<file path="src/rtl/qkv_tile_fetch_engine.sv">
// Q/K/V weight BRAM tile read sequencer: strided address generation,
// latency-absorbing output FIFO and valid/ready stream with tile tags.
module qkv_tile_fetch_engine #(
   parameter int ADDR_WIDTH       = 16,
   parameter int DATA_WIDTH       = 256,
   parameter int NUM_CHANNELS     = 3,
   parameter int BASE_OFFSET      = 0,
   parameter int CH_STRIDE        = 12288,
   parameter int FETCHES_PER_TILE = 32,
   parameter int TILES_PER_MATRIX = 24,
   parameter int TILE_STRIDE      = 32,
   parameter int ROW_STRIDE       = 1,
   parameter int FIFO_DEPTH       = 4,
   localparam int CH_W   = NUM_CHANNELS > 1 ? $clog2(NUM_CHANNELS) : 1,
   localparam int TILE_W = TILES_PER_MATRIX > 1 ? $clog2(TILES_PER_MATRIX) : 1
) (
   input  logic                  clk,
   input  logic                  rst,
   input  logic                  start,
   input  logic [CH_W-1:0]       ch_sel,
   input  logic [TILE_W-1:0]     tile_start,
   input  logic                  mode_all,
   input  logic                  abort,
   output logic                  bram_en,
   output logic [ADDR_WIDTH-1:0] bram_addr,
   input  logic [DATA_WIDTH-1:0] bram_dout,
   output logic                  out_valid,
   input  logic                  out_ready,
   output logic [DATA_WIDTH-1:0] out_data,
   output logic                  out_last_fetch,
   output logic                  out_last_tile,
   output logic                  busy,
   output logic                  done,
   output logic                  err
);

   localparam int FETCH_W = FETCHES_PER_TILE > 1 ? $clog2(FETCHES_PER_TILE) : 1;
   localparam int PTR_W   = $clog2(FIFO_DEPTH);
   localparam int CNT_W   = $clog2(FIFO_DEPTH + 1);
   localparam logic [ADDR_WIDTH-1:0] BASE_A = ADDR_WIDTH'(BASE_OFFSET);
   localparam logic [ADDR_WIDTH-1:0] CH_A   = ADDR_WIDTH'(CH_STRIDE);
   localparam logic [ADDR_WIDTH-1:0] TILE_A = ADDR_WIDTH'(TILE_STRIDE);
   localparam logic [ADDR_WIDTH-1:0] ROW_A  = ADDR_WIDTH'(ROW_STRIDE);

   typedef enum logic [1:0] {S_IDLE, S_ISSUE, S_DRAIN, S_DONE} state_e;

   state_e              state_q, state_d;
   logic [CH_W-1:0]     ch_q, ch_d;
   logic [TILE_W-1:0]   tile_q, tile_d;
   logic [TILE_W-1:0]   last_tile_q, last_tile_d;
   logic [FETCH_W-1:0]  fetch_q, fetch_d;
   logic                infl_q;
   logic [1:0]          infl_tag_q;
   logic                err_q;
   logic [DATA_WIDTH+1:0] mem_q [FIFO_DEPTH];
   logic [PTR_W-1:0]    rd_q, wr_q;
   logic [CNT_W-1:0]    cnt_q;

   logic                start_bad, issue_lf, issue_lt, room;
   logic                flush, push, pop;
   logic [ADDR_WIDTH-1:0] addr;
   logic [DATA_WIDTH+1:0] head;

   function automatic logic [PTR_W-1:0] ptr_inc(input logic [PTR_W-1:0] p);
      return (p == PTR_W'(FIFO_DEPTH - 1)) ? '0 : p + PTR_W'(1);
   endfunction

   assign start_bad = (32'(ch_sel) >= NUM_CHANNELS) ||
                      (32'(tile_start) >= TILES_PER_MATRIX);
   assign issue_lf  = fetch_q == FETCH_W'(FETCHES_PER_TILE - 1);
   assign issue_lt  = issue_lf && (tile_q == last_tile_q);
   // Reads in flight are counted so the FIFO can always absorb their return.
   assign room      = (32'(cnt_q) + 32'(infl_q)) < FIFO_DEPTH;
   assign bram_en   = (state_q == S_ISSUE) && room;
   assign flush     = abort && (state_q != S_IDLE);

   assign addr = BASE_A + ADDR_WIDTH'(ch_q) * CH_A +
                 ADDR_WIDTH'(tile_q) * TILE_A + ADDR_WIDTH'(fetch_q) * ROW_A;
   assign bram_addr = bram_en ? addr : '0;

   assign head           = mem_q[rd_q];
   assign out_valid      = cnt_q != '0;
   assign out_data       = out_valid ? head[DATA_WIDTH-1:0] : '0;
   assign out_last_fetch = out_valid && head[DATA_WIDTH];
   assign out_last_tile  = out_valid && head[DATA_WIDTH+1];
   assign push           = infl_q && !flush;
   assign pop            = out_valid && out_ready;

   assign busy = (state_q == S_ISSUE) || (state_q == S_DRAIN);
   assign done = state_q == S_DONE;
   assign err  = err_q;

   always_comb begin
      state_d     = state_q;
      ch_d        = ch_q;
      tile_d      = tile_q;
      last_tile_d = last_tile_q;
      fetch_d     = fetch_q;
      unique case (state_q)
         S_IDLE: begin
            if (start && !start_bad) begin
               ch_d        = ch_sel;
               tile_d      = tile_start;
               last_tile_d = mode_all ? TILE_W'(TILES_PER_MATRIX - 1) : tile_start;
               fetch_d     = '0;
               state_d     = S_ISSUE;
            end
         end
         S_ISSUE: begin
            if (bram_en) begin
               if (issue_lf) begin
                  fetch_d = '0;
                  tile_d  = tile_q + TILE_W'(1);
               end else begin
                  fetch_d = fetch_q + FETCH_W'(1);
               end
               if (issue_lt) state_d = S_DRAIN;
            end
         end
         S_DRAIN: begin
            if (!infl_q && (cnt_q == '0 || (cnt_q == CNT_W'(1) && pop)))
               state_d = S_DONE;
         end
         S_DONE:  state_d = S_IDLE;
         default: state_d = S_IDLE;
      endcase
      if (flush) state_d = S_IDLE;
   end

   always_ff @(posedge clk) begin
      if (rst) begin
         state_q     <= S_IDLE;
         ch_q        <= '0;
         tile_q      <= '0;
         last_tile_q <= '0;
         fetch_q     <= '0;
         infl_q      <= 1'b0;
         infl_tag_q  <= '0;
         err_q       <= 1'b0;
      end else begin
         state_q     <= state_d;
         ch_q        <= ch_d;
         tile_q      <= tile_d;
         last_tile_q <= last_tile_d;
         fetch_q     <= fetch_d;
         infl_q      <= bram_en && !flush;
         infl_tag_q  <= {issue_lt, issue_lf};
         err_q       <= (state_q == S_IDLE) && start && start_bad;
      end
   end

   always_ff @(posedge clk) begin
      if (rst || flush) begin
         rd_q  <= '0;
         wr_q  <= '0;
         cnt_q <= '0;
      end else begin
         if (push) wr_q <= ptr_inc(wr_q);
         if (pop)  rd_q <= ptr_inc(rd_q);
         cnt_q <= cnt_q + CNT_W'(push) - CNT_W'(pop);
      end
   end

   always_ff @(posedge clk) begin
      if (push) mem_q[wr_q] <= {infl_tag_q, bram_dout};
   end

endmodule

</file>
<file path="config.mk">
export PLATFORM = sky130hd
export DESIGN_NAME = qkv_tile_fetch_engine
export DESIGN_NICKNAME = d
export VERILOG_FILES = /design/src/rtl/qkv_tile_fetch_engine.sv
export SDC_FILE = /design/constraint.sdc
export NUM_CORES = 1
export LEC_CHECK = 0
export ABC_AREA = 1
export ABC_CLOCK_PERIOD_IN_PS = 15900
export CORE_MARGIN = 2
export CORE_UTILIZATION = 35
export DETAILED_ROUTE_END_ITERATION = 12
export PLACE_DENSITY = 0.56
export SLEW_MARGIN = 20
export SYNTH_ARGS = -nofsm -noshare
export SYNTH_HDL_FRONTEND = slang
export SYNTH_SLANG_ARGS = --single-unit
</file>
<file path="constraint.sdc">
create_clock -name clk -period 15.9 [get_ports clk]
set_clock_uncertainty 0.15 [all_clocks]
set_input_delay 3.18 -clock clk [delete_from_list [all_inputs] [get_ports clk]]
set_output_delay 3.18 -clock clk [all_outputs]
set_load 0.01 [all_outputs]
</file>
==> results of run 1 <==
## per-layer routing
metal  up-vias  routed length [µm]  part of all wire
met1     12800               44400              0.42
met5         -                 195            0.0019
met2       648               50500              0.48
li1      12700                   -                 -
met4        30                2740             0.026
met3       184                7390             0.070
## placed cells by master, fill, tap and decap left out, types with 28 or more instances in the layout
cell type,n
nor2_1,1075
edfxtp_1,1032
clkdlybuf4s50_1,545
o21ai_1,300
a21oi_1,270
o21ai_0,225
clkbuf_16,111
nand2_1,63
inv_1,45
dfxtp_1,30
clkinv_1,30
clkbuf_1,28
## sequential cells by signal, summed over array words and instances (netlist names), named ones only
register     flops
wr_q             2
infl_tag_q       2
rd_q             2
state_q          2
infl_q           1
tile_q           5
cnt_q            3
fetch_q          5
ch_q             2
err              1
last_tile_q      5
mem_q         1032
## synthesized netlist by cell type (18+ instances only)
| library cell | n | area [µm²] |
|---|---|---|
| o21ai_1 | 300 | 1500 |
| a21oi_1 | 270 | 1350 |
| nor2_1 | 1079 | 4050 |
| o21ai_0 | 225 | 1130 |
| clkbuf_1 | 105 | 394 |
| inv_1 | 45 | 169 |
| buf_2 | 60 | 300 |
| edfxtp_1 | 1032 | 31000 |
| dfxtp_1 | 32 | 641 |
| buf_1 | 21 | 78.8 |
| buf_4 | 18 | 135 |
| nand2_1 | 63 | 236 |
## worst max path at each step
stage	cells past startpoint	end	slack [ps]	start
3_3_place_gp	6	out_data[166]	8510	flop
2_1_floorplan	3	mem_q[0][0]	710	abort
5_1_grt	6	out_data[166]	7370	flop
4_1_cts	6	out_data[166]	7720	flop
3_5_place_dp	6	out_data[166]	8500	flop
6_report	6	out_data[166]	7700	flop
## per-stage QoR
step	power (mW)	hold slack (ps)	area, µm²
after CTS	8.47	333	51600
after detailed placement	6.06	320	48300
after global routing	8.79	361	51700
after floorplan	4.70	288	41500
final	8.34	331	51700
after global placement	6.05	311	48300
## power by group through the flow
| stage | clock network [mW] | registers (mW) | logic, mW |
|---|---|---|---|
| 3_3_place_gp | 0 | 3.33 | 2.72 |
| 2_1_floorplan | 0 | 3.34 | 1.36 |
| 6_report | 2.39 | 3.27 | 2.69 |
| 4_1_cts | 2.46 | 3.27 | 2.74 |
| 3_5_place_dp | 0 | 3.33 | 2.73 |
| 5_1_grt | 2.56 | 3.28 | 2.94 |
## layout make-up
class                           instances  area [µm²]
Clock buffer                          139        2880
Clock inverter                         64         433
Tap cell                             1536        1920
Fill cell                           10800       66100
Timing Repair Buffer                  574        5780
Sequential cell                      1064       31600
Antenna cell                           10        25.0
Inverter                               50         203
Multi-Input combinational cell       1996        8790
## cells by family after synthesis
family / after synthesis / synth area share
simple gates: 1168 / 0.107
flops: 1064 / 0.763
compound gates: 805 / 0.0979
buf+inv: 254 / 0.0264
fa+ha+maj: 17 / 0.00531
xor+xnor: 4 / 0.000845
other cells: 1 / 0.0000904
## critical path, stage by stage, from the launching register on
cell	delay, ps
dfxtp_4	510
inv_8	550
buf_4	780
buf_12	540
o21ai_0	220
a21oi_1	330
clkdlybuf4s50_1	600
==> metrics.md, run 1 <==
| Metric | Value |
|---|---|
| Status | finished clean |
| Met3 Use GR | 0.0481 |
| Via count | 26.4k |
| Fin crit share | 0.516 |
| Sequential share of power | 0.392 |
| Post-DP HPWL | 57600 µm |
| Detailed Route WL | 105000 µm |
| WL/cell | 19.4 µm |
| Crit path required time | ~13000 ps |
| Starting Density | 0.352 |
| Maximum vdd drop | 0.000105 V |
| Remaining DRCs | 0 |
| GR Util met1 | 0.212 |
| Worst Path Arrival | a little under 5000 ps |
| Sw power | roughly 2.7 mW |
| Final hold viol count | 0 |
| Die W | approximately 350 µm |
| Initial DRC Count | roughly 1.6k |
| Hold_buf cts | 0 |
| Worst hold path type | flop to flop |
| R2R Path End | mem_q[2][211] |
| Global-route wire length before repair | between 150000 and 200000 µm |
| Final WS setup | a little under 8000 ps |
| Startpoint types | flop |
| Hold_sp | last_tile_q[2] |
| Post_cts resized | 0 |
| Clk pwr share | 0.286 |
| R2R setup slack | between 10000 and 15000 ps |
| FMAX | about 120 MHz |
| Cell row count | 126 |
| Synth async-reset ratio | 0 |
| #FFs+latches synth | between 1k and 1.5k |
| Slew headroom | 0.254 |
| GP Congestion | between 0.7 and 0.8 |
| Vias in the first global route | 25.7k |
| Tot GR Track Use | 0.168 |
| Hold Path Stages | 2 |
| Largest net degree at the start of global routing | 201 |
| WHS Endpoint | last_tile_q[2] |
| Switching Share | 0.325 |
| TNS Setup | 0 ps |
| RSZ-0062 raised after global routing | false |
| Post-synth EDFFs | 1032 |
| Register area share after synthesis | 0.763 |
| Post-layout util | 0.439 |
| Layout cells sized above 1 | 0.0491 |
| Final Critical Period | 8200 ps |
| Max-cap viol count | 0 |
| Post-Layout Cell Count | around 5.4k |
| Clock insertion delay at the later pin of the skew report | just under 700 ps |
| Post-route ant nets | 0 |
| Buffers on Ports | roughly 550 |
| Clk slew on worst S/H paths | 60 ps |
| # setup viols final | 0 |
| Slew at the pin with the worst max-slew slack | 1120 ps |
| Die height | approximately 350 µm |
| Core Area | roughly 0.12 mm² |
| Critical setup path kind | flop to primary output |
| CP Capture Type | primary output |
| Root buf cell | clkbuf_16 |
| Placed Cells | 5220 |
| Combinational power share | 0.322 |
| R2R Path Start | state_q[1] |
| Area delta synth->final | 24.6% |
| Syn avg cell area | around 13 µm² |
| First-pass detailed-route iteration total | 5 |
| Busiest grt layer | met2 |
| Die Footprint | 0.121 mm² |
| Worst Reg2Reg Path Length in Cells | 8 |
| CTS tree | yes |
| Total CTS buffers | 111 |
| Initial antenna violation count | 26 |
| Vias per Instance | just under 5 |
| Synthesized area | between 0.04 and 0.05 mm² |
| GRT Residual Overflow | 0 |
| Yosys cell types | 28 |
| Sink Count | around 1.1k |
| Clock H-tree levels | 3 |
| Mapped Cells | 3313 |
| CP max FO | 200 |
| Maximum clock path buffer count | 3 |
| Post-CTS setup buffers | 0 |
| Yosys warns | 0 |
| Nets@finish | approximately 4.1k |
| Synth Flop Type | edfxtp_1 |
| Pre-CTS setup slack | roughly 8500 ps |
| Power Density | ~160 mW/mm² |
| Final Slew Violations | 0 |
| Grt met2 use | 0.276 |
| Internal power | approximately 5.6 mW |
| # IOs | between 500 and 600 |
| P_leak | around 17 nW |
(Power assumes the default switching activity.)
==> inputs of run 2 (changes only) <==
- ABC_CLOCK_PERIOD_IN_PS: 15900 -> 8350
- PLACE_DENSITY: 0.56 -> 0.54
- clock period: 15.9 -> 8.35 ns (I/O delays scaled with it)
==> run 2 against run 1 <==
Critical path type unchanged. Total power increased by 96%. Highest routed layer unchanged. Global-route usage increased by 0.45 points. Critical endpoint is now out_data[59]. Design area up 0.73%. Utilization increased by 0.32 points. Register-to-register slack got worse by 6500 ps. Final cell count is essentially flat. Largest power group unchanged. Largest cell class unchanged. Die area is the same.
==> metrics.md, run 2 (synthesized netlist as in run 1, its figures left out) <==
| Metric | Value |
|---|---|
| Status | finished clean |
| Final WS setup | 1930 ps (-5780 ps) |
| Die height | 348 µm (unchanged) |
| # IOs | 548 (unchanged) |
| FMAX | around 160 MHz |
| Via count | 26.5k (+0.21%) |
| Clk slew on worst S/H paths | 60 ps (about the same) |
| WL/cell | 19.9 µm (+3.0%) |
| GRT Residual Overflow | 0 (unchanged) |
| Most frequent cells in the layout | nor2_1, edfxtp_1, clkdlybuf4s50_1, o21ai_1, a21oi_1 |
| Global-route wire length before repair | 159000 µm (+1.9%) |
| Post-CTS setup buffers | 0 (unchanged) |
| RSZ-0062 raised after global routing | false |
| Largest net degree at the start of global routing | 155 (-23%) |
| Max-cap viol count | 0 (unchanged) |
| Post-route ant nets | 0 (unchanged) |
| Fin crit share | 0.769 |
| Maximum clock path buffer count | 3 (unchanged) |
| Pre-CTS setup slack | 2690 ps (-5810 ps) |
| Nets@finish | 4082 (-0.024%) |
| Total CTS buffers | 115 (+3.6%) |
| Crit path required time | 6530 ps (-6040 ps) |
| CP max FO | 144 (-28%) |
| Maximum vdd drop | 0.000227 V (+120%) |
| Die Footprint | 0.121 mm² (unchanged) |
| Die W | 348 µm (unchanged) |
| Clock insertion delay at the later pin of the skew report | 680 ps (about the same) |
| Core Area | 0.118 mm² (unchanged) |
| P_leak | 17.2 nW (+1.0%) |
| GP Congestion | 0.745 (-3.0%) |
| Fillcell total | 10.7k (-0.90%) |
| Final hold viol count | 0 (unchanged) |
| Tot GR Track Use | 0.172 (+0.00447) |
| Sink Count | 1064 (unchanged) |
| Hold_buf cts | 0 (unchanged) |
| Met3 Use GR | 0.0514 (+0.00330) |
| Worst Path Arrival | 4600 ps (-270 ps) |
| Max reg flops | 1032 (unchanged) |
| Power Density | 314 mW/mm² (+94%) |
| CTS tree | yes |
| Root buf cell | clkbuf_16 |
| Final Slew Violations | 0 (unchanged) |
| Most common library cell in the layout ignoring fill and taps | nor2_1 |
| Post-DP HPWL | 59100 µm (+2.6%) |
| Final Critical Period | between 6000 and 7000 ps |
| GR Util met1 | 0.222 (+0.0100) |
| Grt met2 use | 0.279 (+0.00354) |
| Vias per Instance | 4.87 (+0.25%) |
| Worst hold slack | 327 ps (-3.88 ps) |
| Starting Density | 0.352 (unchanged) |
| Buffers on Ports | 545 (unchanged) |
| Detailed Route WL | 108000 µm (+2.9%) |
| # setup viols final | 0 (unchanged) |
| Cell row count | 126 (unchanged) |
| Vias in the first global route | 25.5k (-0.48%) |
| Busiest grt layer | met2 |
| Startpoint types | flop |
| CP Capture Type | primary output |
| Slew headroom | 0.186 (-0.0677) |
| Worst hold path type | flop to flop |
| Remaining DRCs | 0 (unchanged) |
| Reg with most FFs | mem_q |
| Slew at the pin with the worst max-slew slack | 1220 ps (+102 ps) |
| Critical setup path kind | flop to primary output |
| Initial DRC Count | 1763 (+11%) |
| First-pass detailed-route iteration total | 5 (unchanged) |
| Post_cts resized | 0 (unchanged) |
| Final Power | 16.3 mW (+96%) |
| Clock H-tree levels | 3 (unchanged) |
| Layout cells sized above 1 | 0.0509 (+0.00180) |
| Initial antenna violation count | 26 (unchanged) |
| Area delta synth->final | 25.5% |
## run 2: final cells by class
class                           count  area [µm²]  area share
Antenna cell                        8        20.0    0.000385
Clock buffer                      147        3080      0.0592
Clock inverter                     61         583      0.0112
Inverter                           50         203     0.00389
Multi-Input combinational cell   1996        8790       0.169
Sequential cell                  1064       31600       0.608
Tap cell                         1536        1920      0.0369
Timing Repair Buffer              569        5810       0.112
## run 2: power by group
part / internal, mW / switching (mW)
Clock: 2.90 / 2.02
Sequential: 6.11 / 0.105
Combinational: 2.06 / 3.13
## run 2: per-stage QoR
stage	setup TNS [ps]	instance area [µm²]	instances	util
finish	0	52100	5431	0.442
floorplan	-1021960	41500	3314	-
global route	0	52000	5430	0.442
CTS	0	52000	5423	0.442
detailed placement	0	48400	5215	0.411
global placement	0	48400	5215	0.411
## run 2: critical path: stages, from the launching register on
cell	delay (ps)
dfxtp_4	920
buf_4	800
buf_12	540
nor2_1	110
nor2_1	100
o21ai_0	100
a21oi_1	420
clkdlybuf4s50_1	630
## run 2: routing by layer
layer,vias to the layer above,wire [µm]
li1,12700,-
met3,173,7900
met1,12900,46200
met5,-,240
met2,697,51500
met4,36,2450
## run 2: path summary, 6_finish.rpt
check / to / slack [ps] / depth (start not counted) / start
setup / recovery: out_data[59] / 1930 / 7 / flop
hold / removal: ch_q[1] / 330 / 2 / ch_q[1]
setup reg to reg: mem_q[1][214] / 4970 / 7 / state_q[1]
hold reg to reg: ch_q[1] / 330 / 2 / ch_q[1]
==> inputs of run 3 (changes only) <==
- ABC_CLOCK_PERIOD_IN_PS: 8350 -> 5400
- PLACE_DENSITY: 0.54 -> 0.56
- clock period: 8.35 -> 5.4 ns (I/O delays scaled with it)
==> run 3 against run 2 <==
Non-clock buffer count increased by 32. Via count increased by 0.11%. Critical path depth decreased by 2. Clock power increased by 54%. First-iteration DRC count increased by 0.17%. Count of clock-buffer cells in the layout decreased by 6. Final cell count increased by 0.44%. Combinational power increased by 56%. Utilization increased by 0.30 points. Worst setup slack got worse by 1100 ps. Critical endpoint is now out_data[141]. Largest power group unchanged.
==> metrics.md, run 3 (synthesized netlist as in run 1, its figures left out) <==
| Metric | Value |
|---|---|
| CTS tree | yes |
| Sink Count | 1064 (unchanged) |
| Switching Share | 0.322 (about the same) |
| Initial DRC Count | 1766 (+0.17%) |
| Post-route ant nets | 0 (unchanged) |
| Vias in the first global route | 25.3k (-0.81%) |
| Buffers on Ports | 545 (unchanged) |
| Slew headroom | 0.266 (+0.0800) |
| Die W | 348 µm (unchanged) |
| Post_cts resized | 0 (unchanged) |
| Combinational power share | 0.320 (+0.002) |
| R2R setup slack | 2130 ps (-2840 ps) |
| Vias per Instance | 4.86 (-0.33%) |
| Max reg flops | 1032 (unchanged) |
| First-pass detailed-route iteration total | 5 (unchanged) |
| Slew at the pin with the worst max-slew slack | 1100 ps (-120 ps) |
| Placed inst area | 0.0487 mm² (+0.77%) |
| Final Instance Area | 0.0524 mm² (+0.69%) |
| RSZ-0062 raised after global routing | false |
| Initial antenna violation count | 13 (-50%) |
| # IOs | 548 (unchanged) |
| Slowest CP cell | buf_4 |
| Crit-path max cell delay | 650 ps (-270 ps) |
| Crit path buffers/inverters | 3 (unchanged) |
| Max-cap viol count | 0 (unchanged) |
| Worst Reg2Reg Path Length in Cells | 12 (+5) |
| Nets@finish | 4110 (+0.69%) |
| WP depth | 5 (-2) |
| Final hold viol count | 0 (unchanged) |
| Maximum clock path buffer count | 3 (unchanged) |
| FMAX | 220 MHz |
| Worst hold slack | 326 ps (-0.768 ps) |
| Final Critical Period | approximately 4500 ps |
| Core Area | 0.118 mm² (unchanged) |
| P_leak | 17.4 nW (+1.1%) |
| Status | finished clean |
| CP Capture Type | primary output |
| Starting Density | 0.352 (unchanged) |
| Placed Cells | 5247 (+0.61%) |
| GP Congestion | 0.754 (+1.3%) |
| Most common library cell in the layout ignoring fill and taps | nor2_1 |
| Power Density | 482 mW/mm² (+54%) |
| Clk pwr share | 0.300 (about the same) |
| Area delta synth->final | 26.4% |
| Sequential share of power | 0.379 (-0.002) |
| Layout cells sized above 1 | 0.0587 (+0.00778) |
| Global-route wire length before repair | 159000 µm (-0.54%) |
| R2R Path Start | cnt_q[1] |
| Remaining DRCs | 0 (unchanged) |
| CP endpoint | out_data[141] |
| Hold_buf cts | 0 (unchanged) |
| Maximum vdd drop | 0.000373 V (+64%) |
| Die height | 348 µm (unchanged) |
| Post-Layout Cell Count | 5455 (+0.44%) |
| Delay-heaviest family, CP | buffers and inverters |
| Total CTS buffers | 111 (-3.5%) |
| Fillcell total | 10.6k (-0.21%) |
| Worst Path Arrival | 3310 ps (-1290 ps) |
| R2R Path End | cnt_q[2] |
| Tot GR Track Use | 0.170 (-0.00241) |
| Startpoint types | flop |
| Die Footprint | 0.121 mm² (unchanged) |
| Critical Path, Cell by Cell | inv_8, buf_4, o21ai_0, a21oi_1, clkdlybuf4s50_1 |
| WL/cell | 19.4 µm (-2.7%) |
| Cell row count | 126 (unchanged) |
| Internal power | 17.1 mW (+55%) |
| Crit path required time | 4170 ps (-2360 ps) |
| Clock H-tree levels | 3 (unchanged) |
| Post-DP HPWL | 61800 µm (+4.6%) |
| Clock insertion delay at the later pin of the skew report | 700 ps (+20 ps) |
| Largest net degree at the start of global routing | 167 (+7.7%) |
| # setup viols final | 0 (unchanged) |
| Most frequent cells in the layout | nor2_1, edfxtp_1, clkdlybuf4s50_1, o21ai_1, a21oi_1 |
| Detailed Route WL | 106000 µm (-2.3%) |
| Critical setup path kind | flop to primary output |
| Clk slew on worst S/H paths | 60 ps (about the same) |
| CP max FO | 74 (-49%) |
| Worst hold path type | flop to flop |
| Fin crit share | 0.840 |
| Post-CTS setup buffers | 0 (unchanged) |
| GRT Residual Overflow | 0 (unchanged) |
| Root buf cell | clkbuf_16 |
| Via count | 26.5k (+0.11%) |
| Sw power | 8.12 mW (+54%) |
| Reg with most FFs | mem_q |
| Final Slew Violations | 0 (unchanged) |
| TNS Setup | 0 ps (unchanged) |
==> run 3: changes by cell type in the layout (fill, tap and decap cells not counted), moves of 3 or more <==
cell and delta:
inv_6 -3, clkbuf_16 -5, buf_12 +8, clkinv_4 +3, clkinv_16 +4, diode_2 -6
clkbuf_1 -3, buf_4 +24
==> run 3: worst reg2reg max path, stage by stage, from the launching register on <==
cell     delay [ps]
dfxtp_1         360
inv_1            70
nand2_1          90
nor2_4          680
buf_4           490
inv_1           170
nand2_1         170
xor2_1          160
ha_1            160
inv_1            50
fa_1            400
xnor2_1         160
nor2_1           50
==> run 3: worst min-delay path by stage <==
stage | startpoint | cells after the start | end
5_1_grt | fetch_q[4] | 2 | fetch_q[4]
4_1_cts | ch_q[1] | 2 | ch_q[1]
2_1_floorplan | infl_tag_q[0] | 0 | mem_q[0][256]
6_report | ch_q[1] | 2 | ch_q[1]
3_5_place_dp | ch_q[1] | 2 | ch_q[1]
3_3_place_gp | ch_q[1] | 2 | ch_q[1]
==> run 3: cell type report <==
class / count / area (µm²) / share of cell area
clock buffer: 141 / 2970 / 0.0567
timing repair buffer: 601 / 6150 / 0.117
antenna: 2 / 5.00 / 0.0000955
tap: 1536 / 1920 / 0.0367
sequential: 1064 / 31600 / 0.604
multi-input combinational: 1996 / 8820 / 0.168
inverter: 50 / 203 / 0.00387
clock inverter: 65 / 696 / 0.0133
==> run 3: routing by layer <==
layer	GRT usage	wire length, µm
met1	0.224	45400
met2	0.281	51500
met3	0.0392	6700
met4	0.0486	2170
met5	0	133
==> run 3: stage by stage <==
stage	power (mW)	setup slack, ps	util
floorplan	13.8	-267	-
global placement	17.9	1540	0.414
detailed placement	17.9	1570	0.414
CTS	25.6	778	0.445
global route	26.5	616	0.445
finish	25.2	862	0.445
==> run 3: power by group through the flow <==
stage	Sequential, mW	Clock, mW	Combinational, mW
finish	9.58	7.58	8.08
global route	9.61	8.11	8.83
floorplan	9.74	0	4.02
CTS	9.58	7.79	8.23
global placement	9.75	0	8.16
detailed placement	9.75	0	8.18
